[config.mk]
export PLATFORM = sky130hd
export DESIGN_NAME = ocm_noise_reader
export DESIGN_NICKNAME = d
export VERILOG_FILES = /design/src/rtl/ocm_noise_reader_pkg.sv /design/src/rtl/ocm_rd_fifo.sv /design/src/rtl/ocm_noise_reader.sv
export SDC_FILE = /design/constraint.sdc
export NUM_CORES = 1
export LEC_CHECK = 0
export ABC_AREA = 1
export ABC_CLOCK_PERIOD_IN_PS = 11600
export BUFFER_PORTS_ARGS = -buffer_cell sky130_fd_sc_hd__buf_2
export CAP_MARGIN = 20
export CELL_PAD_IN_SITES_DETAIL_PLACEMENT = 1
export CELL_PAD_IN_SITES_GLOBAL_PLACEMENT = 2
export CORE_UTILIZATION = 38
export DETAILED_ROUTE_END_ITERATION = 10
export GPL_TIMING_DRIVEN = 0
export PLACE_DENSITY_LB_ADDON = 0.05
export RECOVER_POWER = 50
export SYNTH_ARGS = -nofsm -noshare
export SYNTH_HDL_FRONTEND = slang
export SYNTH_SLANG_ARGS = --single-unit
[constraint.sdc]
create_clock -name clk -period 11.6 [get_ports clk]
set_input_delay 1.16 -clock clk [delete_from_list [all_inputs] [get_ports clk]]
set_output_delay 1.16 -clock clk [all_outputs]
set_load 0.02 [all_outputs]
[src/rtl/ocm_noise_reader_pkg.sv]
// Shared definitions for the noise on-chip memory read master: default geometry,
// FSM state encoding and the tag carried alongside each in-flight read.
package ocm_noise_reader_pkg;

    localparam int OCM_DATA_W    = 64;
    localparam int OCM_ADDR_W    = 14;
    localparam int OCM_MEM_DEPTH = 8960;

    typedef enum logic [1:0] {
        ST_IDLE  = 2'd0,
        ST_RUN   = 2'd1,
        ST_DRAIN = 2'd2,
        ST_FLUSH = 2'd3
    } state_t;

    typedef struct packed {
        logic valid;
        logic last;
    } rd_tag_t;

endpackage

[src/rtl/ocm_rd_fifo.sv]
// Synchronous first-word-fall-through FIFO with synchronous clear, used to
// buffer words returning from the fixed-latency memory read port.
module ocm_rd_fifo #(
    parameter int WIDTH = 65,
    parameter int DEPTH = 4,
    localparam int PTR_W = $clog2(DEPTH),
    localparam int CNT_W = PTR_W + 1
) (
    input  logic             clk,
    input  logic             reset,
    input  logic             clr,
    input  logic             push,
    input  logic [WIDTH-1:0] push_data,
    input  logic             pop,
    output logic [WIDTH-1:0] head,
    output logic [CNT_W-1:0] count,
    output logic             full,
    output logic             empty
);

    logic [WIDTH-1:0] mem [DEPTH];
    logic [PTR_W-1:0] wr_ptr;
    logic [PTR_W-1:0] rd_ptr;
    logic             do_push;
    logic             do_pop;

    assign full    = (count == CNT_W'(DEPTH));
    assign empty   = (count == '0);
    assign head    = mem[rd_ptr];
    assign do_push = push && !full;
    assign do_pop  = pop && !empty;

    // NOTE: state uses non-blocking assignments so every register samples pre-edge values.
    always_ff @(posedge clk or posedge reset) begin
        if (reset) begin
            wr_ptr <= '0;
            rd_ptr <= '0;
            count  <= '0;
        end else if (clr) begin
            wr_ptr <= '0;
            rd_ptr <= '0;
            count  <= '0;
        end else begin
            if (do_push) wr_ptr <= wr_ptr + 1'b1;
            if (do_pop)  rd_ptr <= rd_ptr + 1'b1;
            case ({do_push, do_pop})
                2'b10:   count <= count + 1'b1;
                2'b01:   count <= count - 1'b1;
                default: count <= count;
            endcase
        end
    end

    // NOTE: storage is deliberately not reset; count/pointers alone decide what is valid.
    always_ff @(posedge clk) begin
        if (do_push) mem[wr_ptr] <= push_data;
    end

endmodule

[src/rtl/ocm_noise_reader.sv]
// Read master for the noise on-chip memory: fetches a programmed window of words
// and streams them out through a credit-managed prefetch FIFO.
module ocm_noise_reader
    import ocm_noise_reader_pkg::*;
#(
    parameter int DATA_W       = OCM_DATA_W,
    parameter int ADDR_W       = OCM_ADDR_W,
    parameter int MEM_DEPTH    = OCM_MEM_DEPTH,
    parameter int READ_LATENCY = 1,
    parameter int FIFO_DEPTH   = 4
) (
    input  logic              clk,
    input  logic              reset,
    input  logic              start,
    input  logic              abort,
    input  logic [ADDR_W-1:0] base_addr,
    input  logic [ADDR_W-1:0] num_words,
    input  logic              loop_en,
    output logic              busy,
    output logic              done,
    output logic [ADDR_W-1:0] ocm_address,
    output logic              ocm_chipselect,
    output logic              ocm_write,
    output logic [7:0]        ocm_byteenable,
    output logic [DATA_W-1:0] ocm_writedata,
    output logic              ocm_clken,
    input  logic [DATA_W-1:0] ocm_readdata,
    output logic [DATA_W-1:0] m_data,
    output logic              m_valid,
    input  logic              m_ready,
    output logic              m_last
);

    localparam int CNT_W = $clog2(FIFO_DEPTH) + 1;
    localparam int OCC_W = $clog2(FIFO_DEPTH + READ_LATENCY + 1) + 1;
    localparam int FL_W  = (READ_LATENCY > 1) ? $clog2(READ_LATENCY) : 1;

    state_t            state;
    logic [ADDR_W-1:0] base_q, num_q, issued, addr_q;
    logic [ADDR_W-1:0] eff_issued, cfg_base, cfg_num, nxt_addr;
    logic              loop_q, cs_q, last_q;
    logic              start_go, flush_go, issue, credit_ok, drain_done, tags_busy;
    logic              push, pop, clr;
    logic [FL_W-1:0]   flush_cnt;
    logic [OCC_W-1:0]  occ;
    rd_tag_t           tag_pipe [READ_LATENCY];
    logic [CNT_W-1:0]  fifo_count;
    logic              fifo_full, fifo_empty;
    logic [DATA_W:0]   fifo_head;

    assign ocm_write      = 1'b0;
    assign ocm_byteenable = 8'hFF;
    assign ocm_writedata  = '0;
    assign ocm_clken      = 1'b1;
    assign ocm_address    = addr_q;
    assign ocm_chipselect = cs_q;
    assign busy           = (state != ST_IDLE);

    // NOTE: every always_comb output gets a default first so no latch is inferred.
    always_comb begin
        tags_busy = 1'b0;
        occ       = OCC_W'(fifo_count) + OCC_W'(cs_q);
        for (int i = 0; i < READ_LATENCY; i++) begin
            tags_busy = tags_busy | tag_pipe[i].valid;
            occ       = occ + OCC_W'(tag_pipe[i].valid);
        end
    end

    // Occupancy counts the word on the bus and every tagged read, so a granted
    // read always finds a free FIFO slot when its data returns.
    assign credit_ok = !fifo_full && (occ < OCC_W'(FIFO_DEPTH));
    assign start_go  = start && !abort && (state == ST_IDLE);
    assign flush_go  = abort && (state == ST_RUN || state == ST_DRAIN);
    assign cfg_base  = (state == ST_IDLE) ? base_addr : base_q;
    assign cfg_num   = (state == ST_IDLE) ? num_words : num_q;
    assign eff_issued = ((state == ST_IDLE) || (issued == num_q && loop_q)) ? '0 : issued;
    assign issue     = (start_go || (state == ST_RUN && !abort)) &&
                       (eff_issued != cfg_num) && credit_ok;
    assign nxt_addr  = (eff_issued == '0)                      ? cfg_base :
                       (addr_q == ADDR_W'(MEM_DEPTH - 1))      ? '0       :
                                                                 addr_q + 1'b1;

    assign pop        = !fifo_empty && m_ready;
    assign clr        = flush_go || (state == ST_FLUSH);
    assign push       = tag_pipe[READ_LATENCY-1].valid && !clr;
    assign drain_done = !tags_busy && !cs_q &&
                        (fifo_empty || (fifo_count == CNT_W'(1) && pop));

    always_ff @(posedge clk or posedge reset) begin
        if (reset) begin
            state     <= ST_IDLE;
            base_q    <= '0;
            num_q     <= '0;
            loop_q    <= 1'b0;
            issued    <= '0;
            addr_q    <= '0;
            cs_q      <= 1'b0;
            last_q    <= 1'b0;
            done      <= 1'b0;
            flush_cnt <= '0;
        end else begin
            done   <= 1'b0;
            cs_q   <= issue;
            last_q <= issue && (eff_issued + 1'b1 == cfg_num);
            issued <= issue ? eff_issued + 1'b1 : eff_issued;
            if (issue) addr_q <= nxt_addr;
            case (state)
                ST_IDLE: begin
                    if (start_go) begin
                        base_q <= base_addr;
                        num_q  <= num_words;
                        loop_q <= loop_en;
                        state  <= ST_RUN;
                    end
                end
                ST_RUN: begin
                    if (flush_go) begin
                        state     <= ST_FLUSH;
                        flush_cnt <= '0;
                    end else if (issued == num_q && !loop_q) begin
                        state <= ST_DRAIN;
                    end
                end
                ST_DRAIN: begin
                    if (flush_go) begin
                        state     <= ST_FLUSH;
                        flush_cnt <= '0;
                    end else if (drain_done) begin
                        state <= ST_IDLE;
                        done  <= 1'b1;
                    end
                end
                ST_FLUSH: begin
                    if (flush_cnt == FL_W'(READ_LATENCY - 1)) state <= ST_IDLE;
                    else                                      flush_cnt <= flush_cnt + 1'b1;
                end
                default: state <= ST_IDLE;
            endcase
        end
    end

    always_ff @(posedge clk or posedge reset) begin
        if (reset) begin
            for (int i = 0; i < READ_LATENCY; i++) tag_pipe[i] <= '0;
        end else begin
            tag_pipe[0] <= '{valid: cs_q, last: last_q};
            for (int i = 1; i < READ_LATENCY; i++) tag_pipe[i] <= tag_pipe[i-1];
        end
    end

    ocm_rd_fifo #(
        .WIDTH (DATA_W + 1),
        .DEPTH (FIFO_DEPTH)
    ) u_fifo (
        .clk       (clk),
        .reset     (reset),
        .clr       (clr),
        .push      (push),
        .push_data ({tag_pipe[READ_LATENCY-1].last, ocm_readdata}),
        .pop       (pop),
        .head      (fifo_head),
        .count     (fifo_count),
        .full      (fifo_full),
        .empty     (fifo_empty)
    );

    assign m_valid = !fifo_empty;
    assign m_data  = fifo_empty ? '0 : fifo_head[DATA_W-1:0];
    assign m_last  = !fifo_empty && fifo_head[DATA_W];

endmodule
==> metrics.txt, run 1 <==
# TYPE chip_impl_metric gauge
chip_impl_metric{name="die_width",unit="um"} 205
chip_impl_metric{name="synthesis.area",unit="um^2"} 15600
chip_impl_info{name="run_status",value="finished, violations left"} 1
chip_impl_info{name="root_buffer",value="sky130_fd_sc_hd__clkbuf_16"} 1
chip_impl_metric{name="initial_standard_cell_utilization_of_the_core",unit=""} 0.390
chip_impl_metric{name="final_hold_viol_count",unit=""} 0
chip_impl_metric{name="signed_area_change_from_the_synthesized_netlist_to_the_final_layout",unit="%"} 20.2
chip_impl_info{name="min-delay-path-class",value="reg -> reg"} 1
chip_impl_metric{name="post-cts-setup-buffer-count",unit=""} 0
chip_impl_metric{name="ff2ff_setup_slack",unit="ns"} 8.17
chip_impl_metric{name="syn_area_per_cell",unit="um^2"} 9.91
chip_impl_metric{name="core.rowCount",unit=""} 73
chip_impl_metric{name="final_nets",unit=""} 1992
chip_impl_metric{name="filler_cell_count",unit=""} 4621
chip_impl_metric{name="cts.path.max_buffers",unit=""} 3
chip_impl_metric{name="critPathMaxStageDelay",unit="ns"} 0.50
chip_impl_metric{name="cp_max_fo",unit=""} 10
chip_impl_metric{name="finalSetupTns",unit="ns"} 0
chip_impl_metric{name="period_share",unit=""} 0.389
chip_impl_metric{name="drt_wl_total",unit="um"} 45100
chip_impl_metric{name="ys_ff_latch",unit=""} 331
chip_impl_metric{name="detailedRoute.firstIterationViolations",unit=""} 408
chip_impl_info{name="rsz0062_at_grt",value="false"} 1
chip_impl_metric{name="critical_path_required",unit="ns"} 10.44
chip_impl_metric{name="die-height",unit="um"} 205
chip_impl_metric{name="grt_max_degree",unit=""} 38
chip_impl_info{name="worst_r2r_startpoint",value="state[0]"} 1
chip_impl_info{name="crit-reg2reg-capture",value="last_q"} 1
chip_impl_info{name="worst_setup_path_startpoint",value="state[0]"} 1
chip_impl_info{name="failed_checks",value="capacitance limit, slew limit"} 1
chip_impl_metric{name="maximum_clock_rate",unit="GHz"} 0.222
chip_impl_info{name="critPathMostFrequentCell",value="sky130_fd_sc_hd__clkbuf_1"} 1
chip_impl_metric{name="fin_crit",unit="ns"} 4.51
chip_impl_metric{name="wl_met3",unit="um"} 1830
chip_impl_metric{name="count_of_buffers_inserted_at_the_top_level_ports",unit=""} 180
chip_impl_metric{name="htreeDepth",unit=""} 2
chip_impl_metric{name="synth.yosys.warnings",unit=""} 0
chip_impl_metric{name="clock-skew-final",unit="ns"} 0.0122
chip_impl_metric{name="finalSetupViolCount",unit=""} 0
chip_impl_info{name="cp_cell_sequence",value="inv_1 > ha_1 > clkbuf_1 > clkinv_1 > buf_1 > clkbuf_1 > clkbuf_1 > buf_2"} 1
chip_impl_metric{name="floorplan.core_area",unit="um^2"} 40100
chip_impl_metric{name="grt_pass1_vias",unit=""} 12200
chip_impl_metric{name="ir_drop",unit="mV"} 0.143
chip_impl_metric{name="wl_per_cell",unit="um"} 18.5
chip_impl_metric{name="cp.buffers_inverters",unit=""} 7
chip_impl_metric{name="ant_nets",unit=""} 0
chip_impl_metric{name="place_worst_setup_slack",unit="ns"} 7.73
chip_impl_metric{name="timing.critical_path.arrival",unit="ns"} 3.35
chip_impl_metric{name="cts-resized-gates",unit=""} 0
chip_impl_metric{name="num_clock_sinks",unit=""} 331
chip_impl_metric{name="die_area",unit="um^2"} 41900
chip_impl_info{name="end_kind",value="primary output"} 1
chip_impl_metric{name="postLayoutSetupSlackWorst",unit="ns"} 7.09
chip_impl_info{name="cpMaxStageDelayCell",value="sky130_fd_sc_hd__clkbuf_1"} 1
chip_impl_metric{name="power_density",unit="nW/um^2"} 245
chip_impl_info{name="critPathCapture",value="busy"} 1
chip_impl_info{name="topRoutingLayerUsed",value="met5"} 1
chip_impl_info{name="setup.worst_path.start_class",value="flip-flop"} 1
chip_impl_metric{name="initial_antenna_violation_count",unit=""} 2
chip_impl_metric{name="post_route_cells_drive_above_1_share",unit=""} 0.152
chip_impl_metric{name="met2_wirelength",unit="um"} 23400
chip_impl_metric{name="first_pass_grt_wire_length",unit="um"} 69100
chip_impl_metric{name="via_density_per_instance",unit=""} 4.85
chip_impl_info{name="critical-path-top-delay-family",value="buffers and inverters"} 1
chip_impl_metric{name="vias",unit=""} 11800
chip_impl_metric{name="path_depth",unit=""} 8
chip_impl_info{name="startpoint_to_endpoint_class_of_the_critical_path",value="reg -> out"} 1
chip_impl_metric{name="routedLengthMet1",unit="um"} 19200
chip_impl_metric{name="ys_seq_area_frac",unit=""} 0.614
chip_impl_metric{name="ff2ff_path_depth",unit=""} 18
chip_impl_metric{name="drt_pass1_iterations",unit=""} 4
chip_impl_metric{name="grt.overflow.total",unit=""} 0
chip_impl_metric{name="io-pin-count",unit=""} 255
chip_impl_metric{name="cts-buffers-inserted",unit=""} 38
chip_impl_metric{name="path_clk_slew",unit="ns"} 0.06
chip_impl_metric{name="max_cap_viol_count",unit=""} 2
chip_impl_info{name="tritoncts",value="built"} 1
chip_impl_metric{name="groute.usage.overall",unit=""} 0.217
chip_impl_metric{name="maxSlewHeadroom",unit=""} -0.485
chip_impl_metric{name="post_syn_instances",unit=""} 1576
chip_impl_metric{name="post-dp-hpwl",unit="um"} 32000
chip_impl_metric{name="tightest_slew",unit="ns"} 2.23
chip_impl_metric{name="final_max_slew_viol_count",unit=""} 74
chip_impl_metric{name="insertion_delay",unit="ns"} 0.55
chip_impl_metric{name="cts.hold.buffers_added",unit=""} 0
chip_impl_metric{name="synth_cell_types",unit=""} 45
chip_impl_metric{name="drt_drc_violations_left",unit=""} 0
chip_impl_metric{name="gp_congestion",unit=""} 0.810
chip_impl_metric{name="leakage",unit="uW"} 0.00757
-- cell usage after synthesis (all sizes together) --
library cell / number / area [um^2]
nor2: 338 / 1290
edfxtp: 260 / 7810
nand2: 211 / 807
o21ai: 204 / 1070
inv: 116 / 438
buf: 92 / 693
a21oi: 89 / 445
dfrtp: 71 / 1780
clkbuf: 58 / 218
nand3: 43 / 265
nand4: 32 / 230
ha: 16 / 200
xor2: 9 / 86.3
xnor2: 8 / 70.1
o2111ai: 6 / 52.6
o21a: 5 / 37.5
nor4: 3 / 18.8
o31ai: 3 / 22.5
conb: 2 / 7.51
nor3: 2 / 21.3
a21boi: 1 / 7.51
a22oi: 1 / 7.51
a31oi: 1 / 6.26
clkinv: 1 / 3.75
mux2: 1 / 11.3
nand3b: 1 / 7.51
o21bai: 1 / 7.51
o311ai: 1 / 8.76
-- kinds of logic (layout without fill, tap and decap cells) --
kind of cell | Yosys count | after routing | synth area share
fa+ha+maj | 16 | 16 | 0.0128
compound gates | 312 | 312 | 0.107
flops | 331 | 331 | 0.614
xor+xnor | 17 | 17 | 0.0100
simple gates | 630 | 630 | 0.169
mux | 1 | 1 | 0.000721
buf+inv | 267 | 525 | 0.0866
other cells | 2 | 75 | 0.000481
-- area by class of cell --
cell class / instances / area, um^2 / area share
clock inverter: 20 / 156 / 0.00833
clock buffer: 48 / 1020 / 0.0543
tap: 525 / 657 / 0.0350
inverter: 117 / 443 / 0.0236
antenna: 1 / 2.50 / 0.000133
buffer: 150 / 910 / 0.0485
multi-input combinational: 1050 / 4980 / 0.265
sequential: 331 / 9580 / 0.511
timing repair buffer: 190 / 1010 / 0.0541
-- sequential cells by signal (all words and copies together) (netlist names) --
register	count
issued	14
ocm_address	14
u_fifo.count	3
u_fifo.mem	260
ocm_chipselect	1
tag_pipe	1
num_q	14
u_fifo.rd_ptr	2
base_q	14
u_fifo.wr_ptr	2
last_q	1
state	2
done	1
tags_busy	1
loop_q	1
-- power breakdown --
group          switching (uW)  total, uW  leakage (uW)  internal (uW)
Combinational            1350       1930       0.00379            575
Clock                     485       1130      0.000551            648
Sequential               85.8       1530       0.00324           1450
Total                    1920       4590       0.00757           2670
-- metrics by stage --
stage / power [uW] / cell area [um^2] / hold slack, ns / utilization / instances
after floorplan: 2820 / 15900 / 0.331 / - / 1648
after global placement: 3470 / 17400 / 0.337 / 0.435 / 2353
after detailed placement: 3520 / 17700 / 0.336 / 0.442 / 2363
after CTS: 4680 / 18900 / 0.350 / 0.471 / 2431
after global routing: 4900 / 18800 / 0.370 / 0.468 / 2431
final: 4590 / 18800 / 0.349 / 0.468 / 2432
-- cells in the final DEF (no fill, tap or decap), types with 71 or more instances in the layout --
cell	n
sky130_fd_sc_hd__a21oi_1	89
sky130_fd_sc_hd__buf_2	101
sky130_fd_sc_hd__buf_4	75
sky130_fd_sc_hd__clkbuf_1	150
sky130_fd_sc_hd__conb_1	74
sky130_fd_sc_hd__dfrtp_1	71
sky130_fd_sc_hd__edfxtp_1	260
sky130_fd_sc_hd__inv_1	109
sky130_fd_sc_hd__nand2_1	207
sky130_fd_sc_hd__nor2_1	329
sky130_fd_sc_hd__o21ai_0	175
-- layer usage --
layer  GRT usage  up-vias
met3      0.0296       48
li1            -     5797
met1       0.272     5753
met4      0.0528        2
met2       0.393      207
met5           0        -
-- how the worst min path moves through the flow --
stage / from / end / slack [ns] / cells past startpoint
after global placement: last_q / tag_pipe[0] / 0.34 / 0
after detailed placement: last_q / tag_pipe[0] / 0.34 / 0
after floorplan: last_q / tag_pipe[0] / 0.33 / 0
after global routing: last_q / tag_pipe[0] / 0.37 / 0
final: last_q / tag_pipe[0] / 0.35 / 0
after CTS: last_q / tag_pipe[0] / 0.35 / 0
Power figures use the tool's default switching activity.
==> run 2: changes to the inputs <==
Settings changed: ABC_CLOCK_PERIOD_IN_PS 11600 to 4300, CORE_UTILIZATION 38 to 36.
Clock period 11.6 ns to 4.3 ns, I/O delays scaled along.
==> run 2 against run 1 <==
  * The flow still finishes with violations (capacitance limit, slew limit)
  * Via count shrank 0.19%
  * Utilization down 2.4 points
  * Wire length up 1.4%
  * Hold slack got worse by 0.23 ns
  * Clock-buffer cell count unchanged
  * Flip-flop and latch count unchanged
  * Non-clock buffer count increased by 1
  * Global-route usage shrank 0.85 points
  * Critical endpoint unchanged
  * Largest power group unchanged
==> metrics.txt, run 2 (synthesis results as in run 1) <==
# TYPE chip_impl_metric gauge
chip_impl_metric{name="post-dp-hpwl",unit="um"} 32200
chip_impl_metric{name="cts.hold.buffers_added",unit=""} 1
chip_impl_metric{name="tightest_slew",unit="ns"} 1.71
chip_impl_info{name="setup.worst_path.start_class",value="flip-flop"} 1
chip_impl_metric{name="first_pass_grt_wire_length",unit="um"} 70200
chip_impl_info{name="topRoutingLayerUsed",value="met5"} 1
chip_impl_metric{name="total_power",unit="uW"} 12300
chip_impl_metric{name="maximum_clock_rate",unit="GHz"} 0.270
chip_impl_metric{name="routedLengthMet1",unit="um"} 19800
chip_impl_metric{name="count_of_buffers_inserted_at_the_top_level_ports",unit=""} 180
chip_impl_metric{name="ir_drop",unit="mV"} 0.309
chip_impl_metric{name="post-cts-setup-buffer-count",unit=""} 0
chip_impl_info{name="regMostFlops",value="u_fifo.mem"} 1
chip_impl_metric{name="num_clock_sinks",unit=""} 331
chip_impl_metric{name="final_hold_viol_count",unit=""} 0
chip_impl_metric{name="io-pin-count",unit=""} 255
chip_impl_metric{name="final_core_occ",unit=""} 0.444
chip_impl_metric{name="cts-buffers-inserted",unit=""} 38
chip_impl_info{name="end_kind",value="primary output"} 1
chip_impl_metric{name="cp_max_fo",unit=""} 10
chip_impl_info{name="cp_cell_sequence",value="inv_1 > ha_1 > buf_2 > clkinv_1 > buf_1 > clkbuf_1 > clkbuf_1 > buf_2"} 1
chip_impl_info{name="layout.cells.most_common",value="sky130_fd_sc_hd__nor2_1"} 1
chip_impl_metric{name="critical_path_required",unit="ns"} 3.87
chip_impl_metric{name="drt_pass1_iterations",unit=""} 4
chip_impl_metric{name="wl_per_cell",unit="um"} 18.4
chip_impl_metric{name="ant_nets",unit=""} 0
chip_impl_metric{name="vias",unit=""} 11800
chip_impl_metric{name="detailedRoute.firstIterationViolations",unit=""} 584
chip_impl_metric{name="initial_antenna_violation_count",unit=""} 4
chip_impl_metric{name="via_density_per_instance",unit=""} 4.74
chip_impl_info{name="most-common-layout-cells",value="329 x sky130_fd_sc_hd__nor2_1, 260 x sky130_fd_sc_hd__edfxtp_1, 207 x sky130_fd_sc_hd__nand2_1, 175 x sky130_fd_sc_hd__o21ai_0, 149 x sky130_fd_sc_hd__clkbuf_1"} 1
chip_impl_metric{name="htreeDepth",unit=""} 2
chip_impl_metric{name="die-height",unit="um"} 210
chip_impl_info{name="rsz0062_at_grt",value="false"} 1
chip_impl_info{name="startpoint_to_endpoint_class_of_the_critical_path",value="reg -> out"} 1
chip_impl_info{name="min-delay-path-class",value="in -> reg"} 1
chip_impl_metric{name="die_area",unit="um^2"} 44200
chip_impl_metric{name="grt.overflow.total",unit=""} 0
chip_impl_metric{name="insertion_delay",unit="ns"} 0.55
chip_impl_metric{name="grt_max_degree",unit=""} 60
chip_impl_metric{name="final_nets",unit=""} 1993
chip_impl_metric{name="power_density",unit="nW/um^2"} 655
chip_impl_metric{name="gp_congestion",unit=""} 0.803
chip_impl_metric{name="groute.usage.overall",unit=""} 0.209
chip_impl_metric{name="fin_worst_hold_slack",unit="ns"} 0.116
chip_impl_metric{name="final_max_slew_viol_count",unit=""} 60
chip_impl_metric{name="grt_pass1_vias",unit=""} 12300
chip_impl_metric{name="max_cap_viol_count",unit=""} 1
chip_impl_info{name="critical-path-top-delay-family",value="buffers and inverters"} 1
chip_impl_metric{name="post_route_cells_drive_above_1_share",unit=""} 0.151
chip_impl_metric{name="core.rowCount",unit=""} 75
chip_impl_info{name="cpMaxStageDelayCell",value="sky130_fd_sc_hd__buf_1"} 1
chip_impl_metric{name="placement.cell_area",unit="um^2"} 17800
chip_impl_metric{name="cts.path.max_buffers",unit=""} 3
chip_impl_info{name="failed_checks",value="capacitance limit, slew limit"} 1
chip_impl_metric{name="drt_drc_violations_left",unit=""} 0
chip_impl_metric{name="fin_crit",unit="ns"} 3.71
chip_impl_metric{name="met2_wirelength",unit="um"} 23100
chip_impl_metric{name="critPathMaxStageDelay",unit="ns"} 0.49
chip_impl_info{name="run_status",value="finished, violations left"} 1
chip_impl_metric{name="die_width",unit="um"} 210
chip_impl_metric{name="floorplan.core_area",unit="um^2"} 42300
chip_impl_metric{name="leakage",unit="uW"} 0.00757
chip_impl_metric{name="initial_standard_cell_utilization_of_the_core",unit=""} 0.369
chip_impl_info{name="tritoncts",value="built"} 1
chip_impl_metric{name="maxSlewHeadroom",unit=""} -0.143
chip_impl_metric{name="drt_wl_total",unit="um"} 45700
chip_impl_metric{name="clock-skew-final",unit="ns"} 0.0161
chip_impl_metric{name="cts-resized-gates",unit=""} 0
chip_impl_info{name="root_buffer",value="sky130_fd_sc_hd__clkbuf_16"} 1
chip_impl_metric{name="finish.instance_area",unit="um^2"} 18800
chip_impl_metric{name="wl_met3",unit="um"} 1800
chip_impl_metric{name="signed_area_change_from_the_synthesized_netlist_to_the_final_layout",unit="%"} 20.3
chip_impl_metric{name="finalSetupViolCount",unit=""} 0
chip_impl_metric{name="largest_reg_flops",unit=""} 260
chip_impl_metric{name="cp.buffers_inverters",unit=""} 7
chip_impl_metric{name="path_clk_slew",unit="ns"} 0.06
chip_impl_metric{name="timing.critical_path.arrival",unit="ns"} 3.28
chip_impl_metric{name="period_share",unit=""} 0.862
## run 2: through the flow
stage                     std cells  setup TNS, ns  worst slack [ns]
after detailed placement       2415              0             0.951
after global placement         2405        -823.71             -3.25
after global routing           2484              0             0.284
after floorplan                1648         -94.57            -0.364
final                          2484              0             0.595
after CTS                      2483              0             0.533
## run 2: worst paths after layout
path	startpoint	endpoint	slack, ns	depth (start not counted)
worst max-delay path	state[0]	busy	0.59	8
worst min-delay path	loop_en	loop_q	0.12	2
worst max register to register	state[0]	last_q	0.99	18
worst min register to register	last_q	tag_pipe[0]	0.34	0
max in group asynchronous	reset	loop_q	1.81	4
min in group asynchronous	reset	base_q[3]	0.46	3
## run 2: final cells by class
type / instances / area (um^2)
Timing Repair Buffer: 191 / 1010
Clock buffer: 48 / 1020
Buffer: 150 / 911
Tap cell: 577 / 722
Antenna cell: 1 / 2.50
Clock inverter: 19 / 115
Multi-Input combinational cell: 1050 / 4980
Fill cell: 4883 / 23500
Inverter: 117 / 443
Sequential cell: 331 / 9580
## run 2: layer usage
metal / track usage / up-vias
met3: 0.0368 / 55
met5: 0 / -
met4: 0.0564 / 6
li1: - / 5770
met1: 0.264 / 5743
met2: 0.367 / 211
## run 2: worst register-to-register path, delay by kind of cell, from the launching register on
kind                       cells  cell delay, ns
buffers and inverters          6            1.01
and+or+nand+nor               10            1.45
adders and majority gates      2            0.42
DFF                            1            0.37
## run 2: report_power, final
part	total [uW]	switching, uW	leakage (uW)	internal [uW]
Clock	2980	1300	0.000549	1680
Sequential	4130	227	0.00324	3900
Combinational	5200	3660	0.00379	1540
Total	12300	5190	0.00757	7120
==> run 3: changes to the inputs <==
--- a/config.mk
+++ b/config.mk
@@ -18,2 +18,3 @@
 export RECOVER_POWER = 50
+export SLEW_MARGIN = 20
 export SYNTH_ARGS = -nofsm -noshare
==> constraint.sdc (replaced) <==
create_clock -name clk -period 4.3 [get_ports clk]
set_input_delay 0.215 -clock clk [delete_from_list [all_inputs] [get_ports clk]]
set_output_delay 0.215 -clock clk [all_outputs]
set_load 0.02 [all_outputs]
==> run 3 against run 2 <==
  * The run still ends with capacitance limit, slew limit left
  * Combinational power grew 3%
  * Global-route usage grew 0.62 points
  * Clock skew shrank 0.0056 ns
  * Utilization grew 2.7 points
  * Clock-buffer cell count shrank 2
  * Die area is the same
  * Power grew 2.1%
  * Clock power grew 4%
  * Via count grew 3.4%
  * Non-clock buffer count grew 98
  * First-iteration DRC count grew 14%
  * Cell area grew 6.1%
  * Largest cell class unchanged
  * Highest routed layer unchanged
==> metrics.txt, run 3 (synthesis results as in run 1) <==
# TYPE chip_impl_metric gauge
chip_impl_metric{name="cts-resized-gates",unit=""} 0
chip_impl_metric{name="maxSlewHeadroom",unit=""} -0.488
chip_impl_metric{name="post_route_cells_drive_above_1_share",unit=""} 0.146
chip_impl_info{name="setup.worst_path.start_class",value="flip-flop"} 1
chip_impl_metric{name="finalSetupViolCount",unit=""} 0
chip_impl_info{name="run_status",value="finished, violations left"} 1
chip_impl_metric{name="io-pin-count",unit=""} 255
chip_impl_info{name="critical-path-top-delay-family",value="buffers and inverters"} 1
chip_impl_info{name="worst_setup_path_startpoint",value="state[0]"} 1
chip_impl_metric{name="initial_antenna_violation_count",unit=""} 3
chip_impl_metric{name="ff2ff_setup_slack",unit="ns"} 0.72
chip_impl_metric{name="post-cts-setup-buffer-count",unit=""} 0
chip_impl_metric{name="place_worst_setup_slack",unit="ns"} 0.977
chip_impl_metric{name="path_depth",unit=""} 8
chip_impl_metric{name="critical_path_required",unit="ns"} 4.09
chip_impl_metric{name="via_density_per_instance",unit=""} 4.71
chip_impl_info{name="min_from",value="abort"} 1
chip_impl_info{name="end_kind",value="primary output"} 1
chip_impl_metric{name="largest_reg_flops",unit=""} 260
chip_impl_metric{name="final_nets",unit=""} 2091
chip_impl_metric{name="post-dp-hpwl",unit="um"} 32800
chip_impl_metric{name="signed_area_change_from_the_synthesized_netlist_to_the_final_layout",unit="%"} 27.6
chip_impl_metric{name="insertion_delay",unit="ns"} 0.55
chip_impl_info{name="cp_cell_sequence",value="inv_1 > ha_1 > clkbuf_1 > clkinv_1 > buf_1 > clkbuf_1 > clkbuf_1 > buf_2"} 1
chip_impl_metric{name="cts-buffers-inserted",unit=""} 38
chip_impl_metric{name="final_hold_viol_count",unit=""} 0
chip_impl_metric{name="grt_pass1_vias",unit=""} 12700
chip_impl_metric{name="core.rowCount",unit=""} 75
chip_impl_metric{name="die_width",unit="um"} 210
chip_impl_metric{name="filler_cell_count",unit=""} 4815
chip_impl_info{name="worst_r2r_startpoint",value="state[0]"} 1
chip_impl_info{name="root_buffer",value="sky130_fd_sc_hd__clkbuf_16"} 1
chip_impl_info{name="tritoncts",value="built"} 1
chip_impl_metric{name="drt_drc_violations_left",unit=""} 0
chip_impl_metric{name="maximum_clock_rate",unit="GHz"} 0.273
chip_impl_metric{name="grt_max_degree",unit=""} 45
chip_impl_metric{name="leakage",unit="uW"} 0.00805
chip_impl_metric{name="final_max_slew_viol_count",unit=""} 74
chip_impl_metric{name="initial_standard_cell_utilization_of_the_core",unit=""} 0.369
chip_impl_metric{name="instances_no_fill",unit=""} 2585
chip_impl_metric{name="detailedRoute.firstIterationViolations",unit=""} 664
chip_impl_info{name="most-common-layout-cells",value="329 x sky130_fd_sc_hd__nor2_1, 260 x sky130_fd_sc_hd__edfxtp_1, 207 x sky130_fd_sc_hd__nand2_1, 175 x sky130_fd_sc_hd__o21ai_0, 149 x sky130_fd_sc_hd__clkbuf_1"} 1
chip_impl_metric{name="groute.usage.overall",unit=""} 0.215
chip_impl_metric{name="cts.path.max_buffers",unit=""} 3
chip_impl_info{name="failed_checks",value="capacitance limit, slew limit"} 1
chip_impl_metric{name="period_share",unit=""} 0.851
chip_impl_metric{name="wl_per_cell",unit="um"} 18.1
chip_impl_metric{name="clock-skew-final",unit="ns"} 0.0105
chip_impl_metric{name="tightest_slew",unit="ns"} 2.22
chip_impl_metric{name="min_delay_path_depth",unit=""} 4
chip_impl_metric{name="cp.buffers_inverters",unit=""} 7
chip_impl_metric{name="critPathMaxStageDelay",unit="ns"} 0.52
chip_impl_info{name="critPathMostFrequentCell",value="sky130_fd_sc_hd__clkbuf_1"} 1
chip_impl_metric{name="gp_congestion",unit=""} 0.803
chip_impl_metric{name="first_pass_grt_wire_length",unit="um"} 72800
chip_impl_info{name="layout.cells.most_common",value="sky130_fd_sc_hd__nor2_1"} 1
chip_impl_metric{name="drt_wl_total",unit="um"} 46900
chip_impl_metric{name="ir_drop",unit="mV"} 0.270
chip_impl_metric{name="path_clk_slew",unit="ns"} 0.06
chip_impl_metric{name="grt.overflow.total",unit=""} 0
chip_impl_metric{name="ff2ff_path_depth",unit=""} 18
chip_impl_metric{name="vias",unit=""} 12200
chip_impl_metric{name="die-height",unit="um"} 210
chip_impl_info{name="rsz0062_at_grt",value="false"} 1
chip_impl_metric{name="htreeDepth",unit=""} 2
chip_impl_metric{name="drt_pass1_iterations",unit=""} 5
chip_impl_metric{name="fin_crit",unit="ns"} 3.66
chip_impl_info{name="regMostFlops",value="u_fifo.mem"} 1
chip_impl_info{name="startpoint_to_endpoint_class_of_the_critical_path",value="reg -> out"} 1
chip_impl_metric{name="post_placement_cell_count",unit=""} 2420
chip_impl_info{name="min-delay-path-class",value="in -> reg"} 1
chip_impl_metric{name="cp_max_fo",unit=""} 10
chip_impl_metric{name="power_density",unit="nW/um^2"} 631
chip_impl_metric{name="postLayoutSetupSlackWorst",unit="ns"} 0.643
chip_impl_info{name="cpMaxStageDelayCell",value="sky130_fd_sc_hd__buf_1"} 1
chip_impl_metric{name="total_power",unit="uW"} 12600
chip_impl_metric{name="die_area",unit="um^2"} 44200
chip_impl_metric{name="count_of_buffers_inserted_at_the_top_level_ports",unit=""} 180
chip_impl_metric{name="num_clock_sinks",unit=""} 331
chip_impl_metric{name="max_cap_viol_count",unit=""} 2
chip_impl_metric{name="ant_nets",unit=""} 0
chip_impl_metric{name="timing.critical_path.arrival",unit="ns"} 3.44
chip_impl_metric{name="floorplan.core_area",unit="um^2"} 42300
run 3: changes by cell type in the layout (fill, tap and decap cells not counted), moves of 2 or more:
| cell | previous run | this run |
|---|---|---|
| sky130_fd_sc_hd__dlygate4sd3_1 | 1 | 94 |
| sky130_fd_sc_hd__buf_16 | 2 | 11 |
| sky130_fd_sc_hd__bufinv_16 | 0 | 2 |
| sky130_fd_sc_hd__clkinv_1 | 10 | 13 |
| sky130_fd_sc_hd__buf_12 | 7 | 3 |
run 3: through the flow:
| stage | TNS (ns) | area (um^2) | utilization | hold WS, ns |
|---|---|---|---|---|
| after global placement | -823.71 | 17500 | 0.414 | 0.345 |
| after global routing | 0 | 19900 | 0.471 | 0.0404 |
| final | 0 | 19900 | 0.471 | 0.0400 |
| after detailed placement | 0 | 17900 | 0.424 | 0.355 |
| after floorplan | -94.57 | 15900 | - | 0.314 |
| after CTS | 0 | 20000 | 0.474 | 0.0194 |
run 3: path summary, 6_finish.rpt:
kind,to
max,busy
min,done
max reg2reg,last_q
min reg2reg,tag_pipe[0]
max in group asynchronous,num_q[3]
min in group asynchronous,base_q[4]
run 3: power breakdown:
group,total (uW),switching [uW],internal [uW]
clock,3100,1310,1780
sequential,4130,228,3900
combinational,5340,3700,1640
run 3: worst register-to-register path, stage by stage, from the launching register on:
cell,delay (ns)
sky130_fd_sc_hd__dfrtp_1,0.40
sky130_fd_sc_hd__inv_1,0.13
sky130_fd_sc_hd__ha_1,0.16
sky130_fd_sc_hd__clkbuf_1,0.42
sky130_fd_sc_hd__clkinv_1,0.44
sky130_fd_sc_hd__buf_2,0.36
sky130_fd_sc_hd__nand3_2,0.17
sky130_fd_sc_hd__inv_1,0.06
sky130_fd_sc_hd__ha_1,0.30
sky130_fd_sc_hd__xor2_1,0.17
sky130_fd_sc_hd__inv_1,0.08
sky130_fd_sc_hd__nand3_1,0.09
sky130_fd_sc_hd__a21oi_1,0.13
sky130_fd_sc_hd__nand2_1,0.06
sky130_fd_sc_hd__nor2_1,0.10
sky130_fd_sc_hd__nand2_1,0.07
sky130_fd_sc_hd__nor2_1,0.12
sky130_fd_sc_hd__nand3_1,0.13
sky130_fd_sc_hd__nor2_1,0.11
run 3: routing by layer:
layer | routed length, um | vias up | GRT usage
met5 | 11 | - | 0
met1 | 20500 | 5943 | 0.274
li1 | - | 5987 | -
met3 | 1620 | 53 | 0.0355
met2 | 24000 | 195 | 0.381
met4 | 818 | 2 | 0.0503
run 3: layout make-up:
| type | count | area [um^2] | area share |
|---|---|---|---|
| clock buffers | 46 | 1000 | 0.0503 |
| inverters | 117 | 443 | 0.0222 |
| clock inverters | 23 | 179 | 0.00898 |
| plain buffers | 150 | 910 | 0.0456 |
| multi-input cells | 1050 | 4980 | 0.250 |
| repair buffers | 289 | 2110 | 0.106 |
| flip-flops and latches | 331 | 9580 | 0.481 |
| well taps | 577 | 722 | 0.0362 |
| diodes | 2 | 5.00 | 0.000251 |
run 3: repair_timing:
action,4_1_cts,5_1_grt
endpoints found under the setup margin,0,0
hold buffers,94,0
endpoints found under the hold margin,328,0
